`src/rtl/fpu_issue_ctrl.sv`:
```
// Issue/response sequencer around a fixed-latency FPU.
// Buffers requests, issues them with Enable pulses, tracks in-flight tags,
// registers results with valid/ready backpressure and keeps sticky exception flags.
module fpu_issue_ctrl #(
  parameter int unsigned FPU_LATENCY = 2,
  parameter int unsigned DEPTH       = 2,
  parameter int unsigned TAG_W       = 4
) (
  input  logic             Clk_CI,
  input  logic             Rst_RI,
  input  logic             ReqValid_SI,
  output logic             ReqReady_SO,
  input  logic [31:0]      ReqOpA_DI,
  input  logic [31:0]      ReqOpB_DI,
  input  logic [1:0]       ReqRM_SI,
  input  logic [3:0]       ReqOP_SI,
  input  logic [TAG_W-1:0] ReqTag_DI,
  output logic             FpuEnable_SO,
  output logic             FpuStall_SO,
  output logic [31:0]      FpuOpA_DO,
  output logic [31:0]      FpuOpB_DO,
  output logic [1:0]       FpuRM_SO,
  output logic [3:0]       FpuOP_SO,
  input  logic [31:0]      FpuResult_DI,
  input  logic [8:0]       FpuFlags_SI,
  output logic             RespValid_SO,
  input  logic             RespReady_SI,
  output logic [31:0]      RespResult_DO,
  output logic [8:0]       RespFlags_SO,
  output logic [TAG_W-1:0] RespTag_DO,
  output logic [3:0]       FlagsAcc_SO,
  input  logic             FlagsClr_SI
);

  localparam int unsigned PTR_W = (DEPTH > 1) ? $clog2(DEPTH) : 1;
  localparam int unsigned CNT_W = $clog2(DEPTH + 1);

  typedef struct packed {
    logic [31:0]      op_a;
    logic [31:0]      op_b;
    logic [1:0]       rm;
    logic [3:0]       op;
    logic [TAG_W-1:0] tag;
  } req_t;

  typedef struct packed {
    logic             valid;
    logic [TAG_W-1:0] tag;
  } stage_t;

  req_t             fifo_mem [DEPTH];
  req_t             req_in;
  req_t             head;
  logic [PTR_W-1:0] wr_ptr;
  logic [PTR_W-1:0] rd_ptr;
  logic [CNT_W-1:0] count;
  logic             full;
  logic             empty;
  logic             push;
  logic             pop;

  stage_t [FPU_LATENCY-1:0] trk;
  stage_t [FPU_LATENCY-1:0] trk_shift;
  stage_t                   stage_new;
  stage_t                   last;

  logic       stall;
  logic       load;
  logic [3:0] flags_new;

  // Request FIFO status and handshake
  assign req_in      = '{op_a: ReqOpA_DI, op_b: ReqOpB_DI, rm: ReqRM_SI,
                         op: ReqOP_SI, tag: ReqTag_DI};
  assign full        = (count == CNT_W'(DEPTH));
  assign empty       = (count == '0);
  assign ReqReady_SO = ~full;
  assign push        = ReqValid_SI & ~full;
  assign head        = fifo_mem[rd_ptr];

  // FPU drive: head fields shown continuously, issue whenever not empty and not frozen
  assign pop          = ~empty & ~stall;
  assign FpuEnable_SO = pop;
  assign FpuStall_SO  = stall;
  assign FpuOpA_DO    = head.op_a;
  assign FpuOpB_DO    = head.op_b;
  assign FpuRM_SO     = head.rm;
  assign FpuOP_SO     = head.op;

  // Backpressure only matters once a result is actually waiting in the last stage
  assign last  = trk[FPU_LATENCY-1];
  assign stall = last.valid & RespValid_SO & ~RespReady_SI;
  assign load  = last.valid & ~stall;

  assign stage_new = '{valid: pop, tag: head.tag};

  // Tracker shift path; a single-stage tracker has nothing to shift through
  if (FPU_LATENCY == 1) begin : g_lat1
    assign trk_shift = stage_new;
  end else begin : g_latn
    assign trk_shift = {trk[FPU_LATENCY-2:0], stage_new};
  end

  assign flags_new = {FpuFlags_SI[6], FpuFlags_SI[0], FpuFlags_SI[1], FpuFlags_SI[5]};

  // FIFO storage, wrapping pointers and occupancy counter
  always_ff @(posedge Clk_CI or posedge Rst_RI) begin
    if (Rst_RI) begin
      fifo_mem <= '{default: '0};
      wr_ptr   <= '0;
      rd_ptr   <= '0;
      count    <= '0;
    end else begin
      if (push) begin
        fifo_mem[wr_ptr] <= req_in;
        wr_ptr <= (wr_ptr == PTR_W'(DEPTH - 1)) ? '0 : wr_ptr + 1'b1;
      end
      if (pop) begin
        rd_ptr <= (rd_ptr == PTR_W'(DEPTH - 1)) ? '0 : rd_ptr + 1'b1;
      end
      case ({push, pop})
        2'b10:   count <= count + 1'b1;
        2'b01:   count <= count - 1'b1;
        default: count <= count;
      endcase
    end
  end

  // In-flight tracker: advances in lockstep with the FPU pipeline, frozen by stall
  always_ff @(posedge Clk_CI or posedge Rst_RI) begin
    if (Rst_RI) begin
      trk <= '0;
    end else if (!stall) begin
      trk <= trk_shift;
    end
  end

  // Response register: capture on completion, drop on consumer ready
  always_ff @(posedge Clk_CI or posedge Rst_RI) begin
    if (Rst_RI) begin
      RespValid_SO  <= 1'b0;
      RespResult_DO <= '0;
      RespFlags_SO  <= '0;
      RespTag_DO    <= '0;
    end else if (load) begin
      RespValid_SO  <= 1'b1;
      RespResult_DO <= FpuResult_DI;
      RespFlags_SO  <= FpuFlags_SI;
      RespTag_DO    <= last.tag;
    end else if (RespReady_SI) begin
      RespValid_SO  <= 1'b0;
    end
  end

  // Sticky flags; a clear coinciding with a load keeps only the new flags
  always_ff @(posedge Clk_CI or posedge Rst_RI) begin
    if (Rst_RI) begin
      FlagsAcc_SO <= '0;
    end else if (FlagsClr_SI) begin
      FlagsAcc_SO <= load ? flags_new : '0;
    end else if (load) begin
      FlagsAcc_SO <= FlagsAcc_SO | flags_new;
    end
  end

endmodule

```
`config.mk`:
```
export PLATFORM = sky130hd
export DESIGN_NAME = fpu_issue_ctrl
export DESIGN_NICKNAME = d
export VERILOG_FILES = /design/src/rtl/fpu_issue_ctrl.sv
export SDC_FILE = /design/constraint.sdc
export NUM_CORES = 1
export LEC_CHECK = 0
export CORE_MARGIN = 1.5
export CORE_UTILIZATION = 46
export CTS_BUF_LIST = sky130_fd_sc_hd__clkbuf_4 sky130_fd_sc_hd__clkbuf_8
export DETAILED_ROUTE_END_ITERATION = 7
export GPL_ROUTABILITY_DRIVEN = 0
export PLACE_DENSITY = 0.88
export SLEW_MARGIN = 30
export SYNTH_ARGS = -nofsm -noshare
export SYNTH_HDL_FRONTEND = slang
export SYNTH_SLANG_ARGS = --single-unit
```
`constraint.sdc`:
```
create_clock -name Clk_CI -period 6.8 [get_ports Clk_CI]
set_clock_uncertainty 0.05 [all_clocks]
set_input_delay 1.02 -clock Clk_CI [delete_from_list [all_inputs] [get_ports Clk_CI]]
set_output_delay 1.02 -clock Clk_CI [all_outputs]
set_load 0.05 [all_outputs]
```
== After elaboration in Yosys (flattened, before gate mapping) ==
Cells that the tools add are included.
Word-level totals
  flip-flop bits (word level): 212
Operators by class
  eq/ne operators: 3
  $add $sub $neg: 4
  muxes and demuxes: 14
  bitwise logic cells: 12
  $lt $le $gt $ge: 3
  reductions and logical operators: 5
Operators by type and width (count)
  $mux W74: 4
  $bwmux W148: 1
  $demux W74 S1: 1
  $mux W4: 3
  $reduce_bool A2 Y1: 3
  $and A1 B1 Y1: 5
  $eq A2 B2 Y1 const B: 2
  $ge A2 B2 Y1 const B: 2
  $mux W1: 4
  $not A1 Y1: 4
  $not A1 Y2: 2
  $or A4 B4 Y4: 1
  $pmux W2 S2: 1
  $add A1 B1 Y1 const B: 2
  $add A2 B1 Y2 const B: 1
  $eq A2 B1 Y1 const B: 1
  $logic_not A2 Y1: 1
  $lt A2 B1 Y1 const B: 1
  $sub A2 B1 Y2 const B: 1
  $logic_and A1 B1 Y1: 1

== Logic depth before layout (Yosys ltp) ==
Gate-level depths: netlist (run 1).
  word-level depth: 6
  gate-level depth with buffers: 8

== Worst setup path before layout (run 1) ==
Ideal clock, no wire load.
  kind: input-to-output
  from: in RespReady_SI
  to: out FpuEnable_SO
  arrival: 2.099 ns
  setup slack: 3.631 ns
  data required time: 5.730 ns
  cell stages on the path: 3
  cell sequence: nand3b_1 -> inv_1 -> nor2_1
On the way
  cells in the longest elaborated chain, start to end: 4
Ends and longest elaborated chain
  start, declared: line 27  | input logic RespReady_SI,
  $not A1 Y1: line 91  | assign stall = last.valid & RespValid_SO & ~RespReady_SI;
  $and A1 B1 Y1: line 91
  $not A1 Y1: line 81  | assign pop = ~empty & ~stall;
  $and A1 B1 Y1: line 81
  end, declared: line 18  | output logic FpuEnable_SO,
No other way between the ends.

== Worst setup path after layout (run 1) ==
Same ends and word-level chain as after synthesis.

==> results.yml, run 1 <==
layout:
  drive_above_1_share_pct: 40.19
  fin_nets: 942
  syn_to_final_growth_pct: 30.04
  n_antenna_cell: 0
  fillers: 1595
yosys:
  netlist.area_leader.share_pct: 55.01
  synth.distinct_cells: 25
  synth.avg_cell_area_um2: 15.23
  synthMuxAreaShare_pct: 33.00
  synth-compound-area-share_pct: 0.8823
  synth_area_leader_cell: "dfrtp_1"
  synth_nets: 754
  synth_xor_area_share_pct: 0.4541
  synth_adder_area_share_pct: 0.1298
  synth_top_family_by_area: "multiplexers"
  ys_seq_area_share_pct: 55.01
  netlist_area_um2: 9643
  synth_seq_cells: 212
  synth_area_leaders: "dfrtp_1 55%, mux2_2 23%, mux2_4 9.3%, buf_4 5.5%, buf_12 1.5%"
  yosys_warnings: 0
  syn-instance-count: 633
  synth-simple-area-share_pct: 1.739
floorplanning:
  start_util_pct: 47.20
  die_h_um: 147.8
  rows: 52
  die_x_um: 147.8
  fp.dieArea_um2: 21840
  core-area_um2: 20430
  io_pins: 243
timing:
  layout_min_cycle_time_ns: 4.293
  report.final.slew_viol_count: 0
  finalSetupViolations: 0
  rsz0062_at_grt: "no"
  slew_headroom_pct: 49.11
  fin_tns_setup_ns: 0
  worst_pin_slew_ns: 0.7633
  fin_crit_sh_pct: 63.14
  max_freq_ghz: 0.2329
  hold_viol: 0
critical_path:
  crit_fanout: 14
  end_kind: "output port"
  path_delay_family: "buffers and inverters"
  cp.arrival_ns: 3.22
  crit_type: "in2out"
  slowest_stage: "clkdlybuf4s50_1"
  cp_num_buf_inv: 3
  startpoint_type: "input port"
  r2r_slack_ns: 4.22
  cp_cell_sequence: "clkdlybuf4s50_1, nand3b_1, inv_1, nor2_1, clkdlybuf4s50_1"
  crit_top_cell: "clkdlybuf4s50_1"
  critPathMaxStageDelay_ns: 0.87
  worstPathRequired_ns: 5.73
global_route:
  grt_use_total_pct: 17.85
  grt_first_pass_wirelength_um: 30940
  antenna_found_initial: 0
  grt_overflow: 0
  grt_max_degree: 104
  grt_pass1_vias: 5915
clock_tree:
  cts_inserted_buffers: 38
  cts_tree: "yes"
  clk_path_buf_depth: 3
  cts.repair.resized: 0
  cts_root_buffer: "clkbuf_8"
  clock_sinks: 212
  path_clk_slew_ns: 0.06
  h-tree-depth: 2
  clk_latency_ns: 0.51
  cts_setup_buffers: 0
  cts_hold_buf: 0
routing:
  drc_errors: 0
  antenna_left: 0
  wl_per_cell_um: 17.45
  wirelength_um: 19480
  vias_per_cell: 4.950
  drt_iter0_markers: 160
  num_vias: 5524
  firstDrtPassIters: 4
outcome:
  outcome: "finished, final reports clean"
worst_hold_path:
  hp-class: "reg2reg"
placed_design:
  place_hpwl_um: 12780
  io_buffers: 242
run:
  drv_cap: 0
==> stage by stage <==
stage	setup WS [ns]	instance area (µm²)	util (%)	std cells	hold slack (ns)
global placement	2.560	11640	57.00	1050	0.3977
global route	2.378	12540	61.38	1116	0.4366
CTS	2.493	12540	61.38	1116	0.4246
detailed placement	2.512	11680	57.18	1051	0.4114
floorplan	2.974	9647	-	633	0.3848
finish	2.507	12540	61.38	1116	0.4240
==> worst register-to-register path: stages (launching register included) <==
cell,delay [ns]
dfrtp_1,0.41
nand2b_4,0.18
and3_4,0.64
buf_4,0.75
mux2_2,0.43
==> layout by cell type (no fill, tap or decap), drive strengths merged, types with 2 or more instances in the layout <==
| cell | n |
|---|---|
| xor2 | 2 |
| dfrtp | 212 |
| nand2b | 4 |
| buf | 6 |
| mux2i | 4 |
| clkdlybuf4s50 | 242 |
| o21ai | 8 |
| nand3b | 2 |
| xnor2 | 3 |
| a21bo | 4 |
| inv | 5 |
| nand3 | 4 |
| mux2 | 259 |
| nand2 | 18 |
| clkbuf | 63 |
| nor2 | 4 |
==> Yosys cell counts <==
cell / n
nor2_1: 4
nand3b_1: 1
nand3b_2: 1
buf_4: 71
nand2_1: 17
nand2b_4: 1
nand2_2: 1
nand2b_1: 3
buf_2: 13
nand3_1: 4
buf_6: 7
o21ai_0: 8
buf_12: 7
a21oi_1: 1
mux2i_1: 4
dfrtp_1: 212
a21bo_2: 4
inv_1: 6
ha_1: 1
and3_4: 1
clkbuf_1: 2
mux2_2: 199
xnor2_1: 3
mux2_4: 60
xor2_1: 2
==> worst paths after layout <==
path,startpoint,end,depth (start not counted)
worst max-delay path,RespReady_SI,FpuEnable_SO,5
worst min-delay path,last[1],last[1],2
worst max register to register,count[0],fifo_mem[72],4
worst min register to register,last[1],last[1],2
max in group asynchronous,Rst_RI,fifo_mem[82],4
min in group asynchronous,Rst_RI,RespResult_DO[20],2
==> layer usage <==
metal	vias up	share of wire, %	wire (µm)	GRT usage (%)
met5	-	0	0	0
met4	0	1.4	270	5.050
met1	2791	41	7998	21.62
li1	2515	-	-	-
met2	194	49	9626	30.51
met3	24	8.1	1579	5.741
==> state kept, by name (all words and copies together) (netlist names) <==
| signal | flops |
|---|---|
| FlagsAcc_SO | 4 |
| RespFlags_SO | 9 |
| RespResult_DO | 32 |
| RespTag_DO | 4 |
| RespValid_SO | 1 |
| count | 2 |
| fifo_mem | 148 |
| last | 5 |
| rd_ptr | 1 |
| trk | 5 |
| wr_ptr | 1 |
==> cells by family (layout without fill, tap and decap cells) <==
kind of cell | after synthesis | in the layout
AO/OA/AOI/OAI | 13 | 13
flip-flops | 212 | 212
XOR/XNOR | 5 | 5
multiplexers | 263 | 263
adder cells (fa/ha/maj) | 1 | 1
buffers and inverters | 106 | 319
AND/OR/NAND/NOR | 33 | 33
==> final cells by class <==
| cell class | instances | area [µm²] | area share, % |
|---|---|---|---|
| Tap cell | 270 | 337.8 | 2.694 |
| Clock inverter | 2 | 35.03 | 0.2794 |
| Clock buffer | 63 | 823.3 | 6.566 |
| Timing Repair Buffer | 248 | 2504 | 19.97 |
| Inverter | 6 | 26.28 | 0.2095 |
| Multi-Input combinational cell | 315 | 3505 | 27.95 |
| Sequential cell | 212 | 5309 | 42.34 |
Power of run 1 is not shown: default switching activity piles up to over one toggle a cycle in this logic, so the estimate is an artifact.
==> inputs of run 2 (changes only) <==
--- a/config.mk
+++ b/config.mk
@@ -6,11 +6,11 @@
 export NUM_CORES = 1
 export LEC_CHECK = 0
 export CORE_MARGIN = 1.5
-export CORE_UTILIZATION = 46
+export CORE_UTILIZATION = 51
 export CTS_BUF_LIST = sky130_fd_sc_hd__clkbuf_4 sky130_fd_sc_hd__clkbuf_8
 export DETAILED_ROUTE_END_ITERATION = 7
 export GPL_ROUTABILITY_DRIVEN = 0
-export PLACE_DENSITY = 0.88
+export PLACE_DENSITY = 0.92
 export SLEW_MARGIN = 30
 export SYNTH_ARGS = -nofsm -noshare
 export SYNTH_HDL_FRONTEND = slang
==> constraint.sdc (replaced) <==
create_clock -name Clk_CI -period 3.96 [get_ports Clk_CI]
set_clock_uncertainty 0.05 [all_clocks]
set_input_delay 0.594 -clock Clk_CI [delete_from_list [all_inputs] [get_ports Clk_CI]]
set_output_delay 0.594 -clock Clk_CI [all_outputs]
set_load 0.05 [all_outputs]
==> run 2 against run 1 <==
Count of clock-buffer cells in the layout down 7. Die area shrank 9.6%. Global-route usage rose by 2.9 points. Sequential share of layout area grew 0.31 points. Via count is 0.38% higher. Design area is 0.72% lower. Register-to-register slack worse by 2.4 ns.
==> results.yml, run 2 (synthesized netlist as in run 1, its figures left out) <==
outcome:
  outcome: "finished, final reports clean"
timing:
  finalSetupViolations: 0
  fin_crit_sh_pct: 87.41
  setup_slack_ns: 0.4987
  slew_headroom_pct: 45.10
  max_freq_ghz: 0.2889
  worst_pin_slew_ns: 0.8235
  report.final.slew_viol_count: 0
  layout_min_cycle_time_ns: 3.461
  rsz0062_at_grt: "no"
  fin_tns_setup_ns: 0
  hold_viol: 0
placed_design:
  place_hpwl_um: 13580
  post-place-ws_ns: 0.5806
  placed_cell_area_um2: 11680
  place_inst: 1017
  io_buffers: 242
clock_tree:
  cts_root_buffer: "clkbuf_8"
  clock_sinks: 212
  cts_hold_buf: 0
  cts_tree: "yes"
  path_clk_slew_ns: 0.06
  cts_inserted_buffers: 36
  cts.repair.resized: 0
  cts_setup_buffers: 0
  clk_latency_ns: 0.51
  h-tree-depth: 2
  clk_path_buf_depth: 3
layout:
  fillers: 1309
  layout_common_cells: "242 x clkdlybuf4s50_1, 211 x dfrtp_1, 199 x mux2_2"
  largest_reg_flops: 148
  syn_to_final_growth_pct: 29.10
  n_antenna_cell: 0
  layoutNonFillerInstCount: 1080
  reg_top3: "fifo_mem (148), RespResult_DO (32), RespFlags_SO (9)"
  fin_nets: 942
  fin_area_um2: 12450
  top_register: "fifo_mem"
  layout_commonest_cell: "clkdlybuf4s50_1"
  drive_above_1_share_pct: 40.19
floorplanning:
  io_pins: 243
  start_util_pct: 51.72
  die_h_um: 140.5
  fp.dieArea_um2: 19740
  die_x_um: 140.5
  core-area_um2: 18640
  rows: 50
critical_path:
  startpoint_type: "flip-flop"
  crit_type: "reg2out"
  cp_cell_sequence: "buf_12, mux2_2, clkdlybuf4s50_1"
  cp_num_buf_inv: 2
  critPathMaxStageDelay_ns: 0.97
  cp.arrival_ns: 2.82
  slowest_stage: "dfrtp_4"
  end_kind: "output port"
  path_delay_family: "buffers and inverters"
  crit_fanout: 54
  worstPathRequired_ns: 3.32
routing:
  wl_per_cell_um: 18.71
  vias_per_cell: 5.134
  num_vias: 5545
  wirelength_um: 20210
  drt_iter0_markers: 123
  drc_errors: 0
  firstDrtPassIters: 4
  antenna_left: 0
global_route:
  grt_use_total_pct: 20.73
  grt_first_pass_wirelength_um: 32240
  antenna_found_initial: 0
  grt_pass1_vias: 6167
  grt_overflow: 0
  grt_max_degree: 77
run:
  drv_cap: 0
worst_hold_path:
  hp-class: "reg2reg"
run 2: final timing paths:
path,startpoint,endpoint,slack (ns),cells past startpoint
worst max-delay path,rd_ptr,FpuOpB_DO[14],0.50,3
worst min-delay path,last[2],last[2],0.43,2
worst max register to register,count[0],fifo_mem[56],1.84,4
worst min register to register,last[2],last[2],0.43,2
max in group asynchronous,Rst_RI,fifo_mem[67],2.52,3
min in group asynchronous,Rst_RI,RespFlags_SO[4],0.51,2
run 2: per-stage QoR:
| step | util, % | hold WS (ns) |
|---|---|---|
| global placement | 62.61 | 0.3947 |
| floorplan | - | 0.3848 |
| global route | 66.78 | 0.4449 |
| CTS | 66.78 | 0.4260 |
| detailed placement | 62.64 | 0.4122 |
| finish | 66.78 | 0.4280 |
run 2: tightest hold or removal path, delay by kind of cell (launching register included):
kind	cells	cell delay, ns
AND/OR/NAND/NOR	2	0.10
flip-flops	1	0.35
run 2: cell type report:
class,instances,area (µm²),area share [%]
clock buffers,56,708.2,5.688
clock inverters,7,63.81,0.5126
inverters,6,26.28,0.2111
multi-input cells,315,3505,28.15
flip-flops and latches,212,5309,42.64
well taps,234,292.8,2.352
repair buffers,250,2545,20.44
run 2: routing by layer:
metal  routed length [µm]  up-vias  GRT usage [%]
li1                     -     2513              -
met1                 7574     2791          22.35
met2                10430      209          37.78
met3                 1837       32          7.932
met4                  371        0          5.976
met5                    0        -              0
Power of run 2 is left out for the same reason.
==> inputs of run 3 (changes only) <==
--- a/config.mk
+++ b/config.mk
@@ -5,6 +5,7 @@
 export SDC_FILE = /design/constraint.sdc
 export NUM_CORES = 1
 export LEC_CHECK = 0
+export CAP_MARGIN = 20
 export CORE_MARGIN = 1.5
 export CORE_UTILIZATION = 51
 export CTS_BUF_LIST = sky130_fd_sc_hd__clkbuf_4 sky130_fd_sc_hd__clkbuf_8
==> results of run 3 <==
Same layout as run 2: the final DEF is identical, and so are final timing and power.
Power of run 3 is left out for the same reason.
==> patch 1, RTL diff (flow settings as in run 2) <==
Register the output `RespFlags_SO` once more, without a reset; this adds one clock of latency there. The other outputs are not delayed to match.
--- a/src/rtl/fpu_issue_ctrl.sv
+++ b/src/rtl/fpu_issue_ctrl.sv
@@ -49,2 +49,4 @@
   } stage_t;
+
+  logic [8:0] RespFlags_SO_s0;
 
@@ -141,3 +143,3 @@
       RespResult_DO <= '0;
-      RespFlags_SO  <= '0;
+      RespFlags_SO_s0 <= '0;
       RespTag_DO    <= '0;
@@ -146,3 +148,3 @@
       RespResult_DO <= FpuResult_DI;
-      RespFlags_SO  <= FpuFlags_SI;
+      RespFlags_SO_s0 <= FpuFlags_SI;
       RespTag_DO    <= last.tag;
@@ -164,2 +166,6 @@
 
+  always_ff @(posedge Clk_CI) begin
+    RespFlags_SO <= RespFlags_SO_s0;
+  end
+
 endmodule
Function: changed (a bounded check fails within 10 cycles, from zero or initial values and one cycle with Rst_RI high).
==> patch 1 against run 2 <==
- wire length fell by 3.5%
- area after synthesis up 1.9%
- synthesized cell count rose by 1.4%
- critical path depth did not move
- setup slack gained 0.25 ns
- core utilization is 0.83 points higher
- critical endpoint is now FpuOpB_DO[25]
- design area increased by 1.9%
- die area rose by 1.8%
- first-iteration DRC count stayed put
- sequential cell count increased by 9
Power is not shown: default switching activity piles up to over one toggle a cycle in this logic, so the estimate is an artifact.
==> patch 1: results <==
export IMPL_hold_depth=0
export IMPL_drtPass1Iterations=4
export IMPL_min_from="RespFlags_SO_s0[3]"
export IMPL_seq_area_frac_synth=0.558
export IMPL_outcome="complete, no violations"
export IMPL_rr_worst_depth=4
export IMPL_top_regs="fifo_mem x148, RespResult_DO x32"
export IMPL_numCtsBuffers=38
export IMPL_clk_path_buf_depth=3
export IMPL_drt_wl_total_mm=19.5
export IMPL_r2r_start="count[0]"
export IMPL_htree_levels=2
export IMPL_regToRegSetupSlack_ns=1.87
export IMPL_synth_cell_type_count=26
export IMPL_grt_pass1_vias=6122
export IMPL_min_to="RespFlags_SO[3]"
export IMPL_nNetsFinal=956
export IMPL_yosys_area_top_type="dfrtp_1"
export IMPL_hold_class="reg2reg"
export IMPL_synthTopCellsByCount="212 x dfrtp_1, 199 x mux2_2, 71 x buf_4, 60 x mux2_4, 17 x nand2_1"
export IMPL_grt_max_degree=60
export IMPL_post_cts_buffers=0
export IMPL_post_cts_resize_count=0
export IMPL_via_count=5533
export IMPL_first_iter_violations=123
export IMPL_grt_pass1_wl_mm=31.5
export IMPL_reg2reg_to="fifo_mem[50]"
export IMPL_use_met1=0.242
export IMPL_io_buffers=242
export IMPL_track_usage=0.196
export IMPL_slew_limit_headroom=0.598
export IMPL_root_buffer="clkbuf_8"
export IMPL_dp_hpwl_mm=13.1
export IMPL_synth_async_reset_ratio=0.959
export IMPL_synth_fp_nets=763
export IMPL_met3_usage=0.0638
export IMPL_n_antenna_cell=0
export IMPL_clk_latency_ns=0.50
export IMPL_drive_gt1_frac=0.403
export IMPL_antenna_found_initial=1
export IMPL_fillCellCount=1300
export IMPL_met2_usage=0.327
export IMPL_netlist_top_cells_area="dfrtp_1 54%, mux2_2 23%, mux2_4 9.2%"
export IMPL_cts_clk_slew_worst_paths_ns=0.06
export IMPL_path_max_fanout=24
export IMPL_ys_warn_count=0
[patch 1: changes by cell type after synthesis, sizes merged]
cell   delta
dfxtp     +9
[patch 1: worst max-delay path by stage]
stage | depth (start not counted) | from | endpoint | slack (ns)
after global placement | 5 | RespReady_SI | FpuStall_SO | 0.88
after floorplan | 1 | Rst_RI | FlagsAcc_SO[0] | 0.56
final | 3 | rd_ptr | FpuOpB_DO[25] | 0.75
after CTS | 3 | rd_ptr | FpuOpB_DO[25] | 0.70
after global routing | 3 | rd_ptr | FpuOpA_DO[17] | 0.64
after detailed placement | 5 | RespReady_SI | FpuStall_SO | 0.87
[patch 1: metal layers]
metal  vias to the layer above  wire length, um
met5                         -               13
met4                         2              339
met3                        27             1570
met2                       191             9510
met1                      2762             8070
li1                       2551                -
[patch 1: logic make-up after synthesis]
family,Yosys count,share of synthesized area
buffers and inverters,106,0.0862
and+or+nand+nor,33,0.0171
adders and majority gates,1,0.00127
DFF,221,0.558
muxes,263,0.324
AOI/OAI and AO/OA,13,0.00866
xor gates and xnor gates,5,0.00446
[patch 1: final cells by class]
class / count / share of cell area
Inverter: 6 / 0.00207
Timing Repair Buffer: 253 / 0.204
Sequential cell: 221 / 0.433
Tap cell: 234 / 0.0231
Clock inverter: 7 / 0.00296
Multi-Input combinational cell: 315 / 0.276
Clock buffer: 59 / 0.0591
[patch 1: critical path: stages (launching register included)]
cell             delay [ns]
dfrtp_4                0.58
buf_4                  0.38
mux2_2                 0.39
clkdlybuf4s50_1        0.72
[patch 1: per-stage QoR]
step | area (um2) | hold slack (ns) | utilization | worst slack [ns] | std cells
floorplan | 9830 | 0.292 | - | 0.560 | 642
global placement | 11900 | 0.298 | 0.633 | 0.877 | 1028
detailed placement | 11900 | 0.310 | 0.633 | 0.870 | 1028
CTS | 12700 | 0.323 | 0.675 | 0.696 | 1094
global route | 12700 | 0.328 | 0.676 | 0.644 | 1095
finish | 12700 | 0.322 | 0.676 | 0.747 | 1095
==> patch 2, RTL diff (settings of run 2) <==
Made on the original files. The parameter `DEPTH` goes from 2 to 8.
--- a/src/rtl/fpu_issue_ctrl.sv
+++ b/src/rtl/fpu_issue_ctrl.sv
@@ -5,3 +5,3 @@
   parameter int unsigned FPU_LATENCY = 2,
-  parameter int unsigned DEPTH       = 2,
+  parameter int unsigned DEPTH       = 8,
   parameter int unsigned TAG_W       = 4
Behaviour: not the same (Yosys sat finds a counterexample within 4 cycles, from zero or initial values and one cycle with Rst_RI high).
==> patch 2 against run 2 <==
- the flow now finishes with violations (design-rule violations)
- wire length rose to 3.4 times the old value
- register-to-register slack worse by 0.67 ns
- non-clock buffer count is 65 higher
- area after synthesis rose to 3.2 times the old value
- core utilization is 6.4 points lower
- final cell count increased to 2.8 times the old value
- sequential cell count rose by 450
- global-route usage rose by 2.1 points
- via count increased to 3.1 times the old value
- design area grew to 2.9 times the old value
- setup slack got worse by 0.32 ns
- critical endpoint is now FpuOpA_DO[24]
==> patch 2: results <==
export IMPL_outcome="complete, but fails checks"
export IMPL_violations="design-rule violations"
export IMPL_use_met1=0.289
export IMPL_synth_cell_type_count=34
export IMPL_numCtsBuffers=107
export IMPL_hold_class="in2async"
export IMPL_cp_top_family="buffers and inverters"
export IMPL_path_max_fanout=11
export IMPL_ys_dominant_reg_cell="dfrtp_1"
export IMPL_dp_cells=2785
export IMPL_met3_usage=0.0400
export IMPL_grt_max_degree=105
export IMPL_root_buffer="clkbuf_8"
export IMPL_drive_gt1_frac=0.496
export IMPL_ys_warn_count=0
export IMPL_fillCellCount=4114
export IMPL_cp_slowest_cell="clkdlybuf4s50_1"
export IMPL_seq_area_frac_synth=0.542
export IMPL_arrival_ns=3.14
export IMPL_top_regs="fifo_mem x592, RespResult_DO x32, RespFlags_SO x9"
export IMPL_netlist_top_cells_area="dfrtp_1 54%, mux2_2 18%, mux4_2 11%"
export IMPL_stdcell_count=2981
export IMPL_first_iter_violations=960
export IMPL_grt_pass1_vias=19200
export IMPL_p_int_mw=21.8
export IMPL_peakVddDrop_v=0.000815
export IMPL_nNetsFinal=2249
export IMPL_synth_cells=1888
export IMPL_dp_hpwl_mm=41.8
export IMPL_wl_per_cell_um=23.0
export IMPL_clk_latency_ns=0.69
export IMPL_leakagePower_nw=16.0
export IMPL_slowest_delay_ns=0.71
export IMPL_cts_clk_slew_worst_paths_ns=0.06
export IMPL_grt_pass1_wl_mm=109
export IMPL_via_per_inst=5.67
export IMPL_htree_levels=3
export IMPL_synthTopCellsByCount="662 x dfrtp_1, 490 x mux2_2, 180 x mux2_4, 149 x nand2_1, 144 x mux4_2"
export IMPL_io_buffers=242
export IMPL_maxSlewViolCount=0
export IMPL_slew_limit_headroom=0.434
export IMPL_antenna_found_initial=4
export IMPL_clk_path_buf_depth=3
export IMPL_synth_async_reset_ratio=1.00
export IMPL_drtPass1Iterations=7
export IMPL_met2_usage=0.393
export IMPL_track_usage=0.228
export IMPL_drc=24
export IMPL_synth_fp_nets=2015
-- patch 2: metrics by stage --
| step | area [um2] | total power [mW] | utilization | setup WS (ns) | hold WS, ns |
|---|---|---|---|---|---|
| after floorplan | 30600 | 25.3 | - | -5.73 | 0.377 |
| after global placement | 33500 | 28.1 | 0.566 | 0.684 | 0.405 |
| after detailed placement | 33500 | 28.9 | 0.566 | 0.688 | 0.409 |
| after CTS | 35700 | 34.8 | 0.604 | 0.0187 | 0.273 |
| after global routing | 35700 | 36.2 | 0.604 | 0.0189 | 0.333 |
| final | 35700 | 34.5 | 0.604 | 0.175 | 0.329 |
-- patch 2: final timing paths --
| path | to | from | slack [ns] | depth (start not counted) |
|---|---|---|---|---|
| setup reg to reg | fifo_mem[138] | count[0] | 1.17 | 5 |
| hold / removal | fifo_mem[231] | Rst_RI | 0.33 | 2 |
| setup / recovery | FpuOpA_DO[24] | rd_ptr[1] | 0.17 | 4 |
| min in group Clk_CI | RespFlags_SO[7] | FpuFlags_SI[7] | 0.38 | 3 |
| max in group asynchronous | fifo_mem[349] | Rst_RI | 2.34 | 4 |
| hold reg to reg | last[4] | trk[4] | 0.43 | 2 |
-- patch 2: layout make-up --
type | instances | area share
sequential | 662 | 0.464
multi-input combinational | 1028 | 0.353
timing repair buffer | 315 | 0.0910
clock buffer | 165 | 0.0580
tap | 773 | 0.0271
clock inverter | 27 | 0.00606
inverter | 8 | 0.00109
antenna | 3 | 0.000210
-- patch 2: layer usage --
layer  routed length [um]  vias up
met4                 1840        4
met2                35400      390
met1                28400     9096
met3                 2880      140
li1                     -     7285
met5                   27        -
-- patch 2: what timing repair did --
action	in CTS	in global routing
endpoints found under the hold margin	0	0
buffers inserted	1	0
gates resized for setup	57	6
setup endpoints to repair	65	6
-- patch 2: worst register-to-register path, stage by stage (launching register included) --
cell      delay [ns]
dfrtp_1         0.45
or4b_4          0.60
and2_4          0.23
nand4b_1        0.61
buf_12          0.33
mux2_2          0.40
-- patch 2: cells by family after synthesis --
group,Yosys count,synth area share
multiplexers,831,0.380
flip-flops,662,0.542
buffers and inverters,198,0.0475
AND/OR/NAND/NOR,171,0.0235
AO/OA/AOI/OAI,14,0.00241
adder cells (fa/ha/maj),7,0.00286
XOR/XNOR,5,0.00143
-- patch 2: power by group through the flow --
stage	Sequential, mW	Combinational [mW]	Clock [mW]
final	12.0	16.2	6.23
after floorplan	11.7	13.7	0
after detailed placement	12.1	16.8	0
after global placement	11.7	16.3	0
after global routing	12.4	17.1	6.67
after CTS	12.0	16.4	6.38
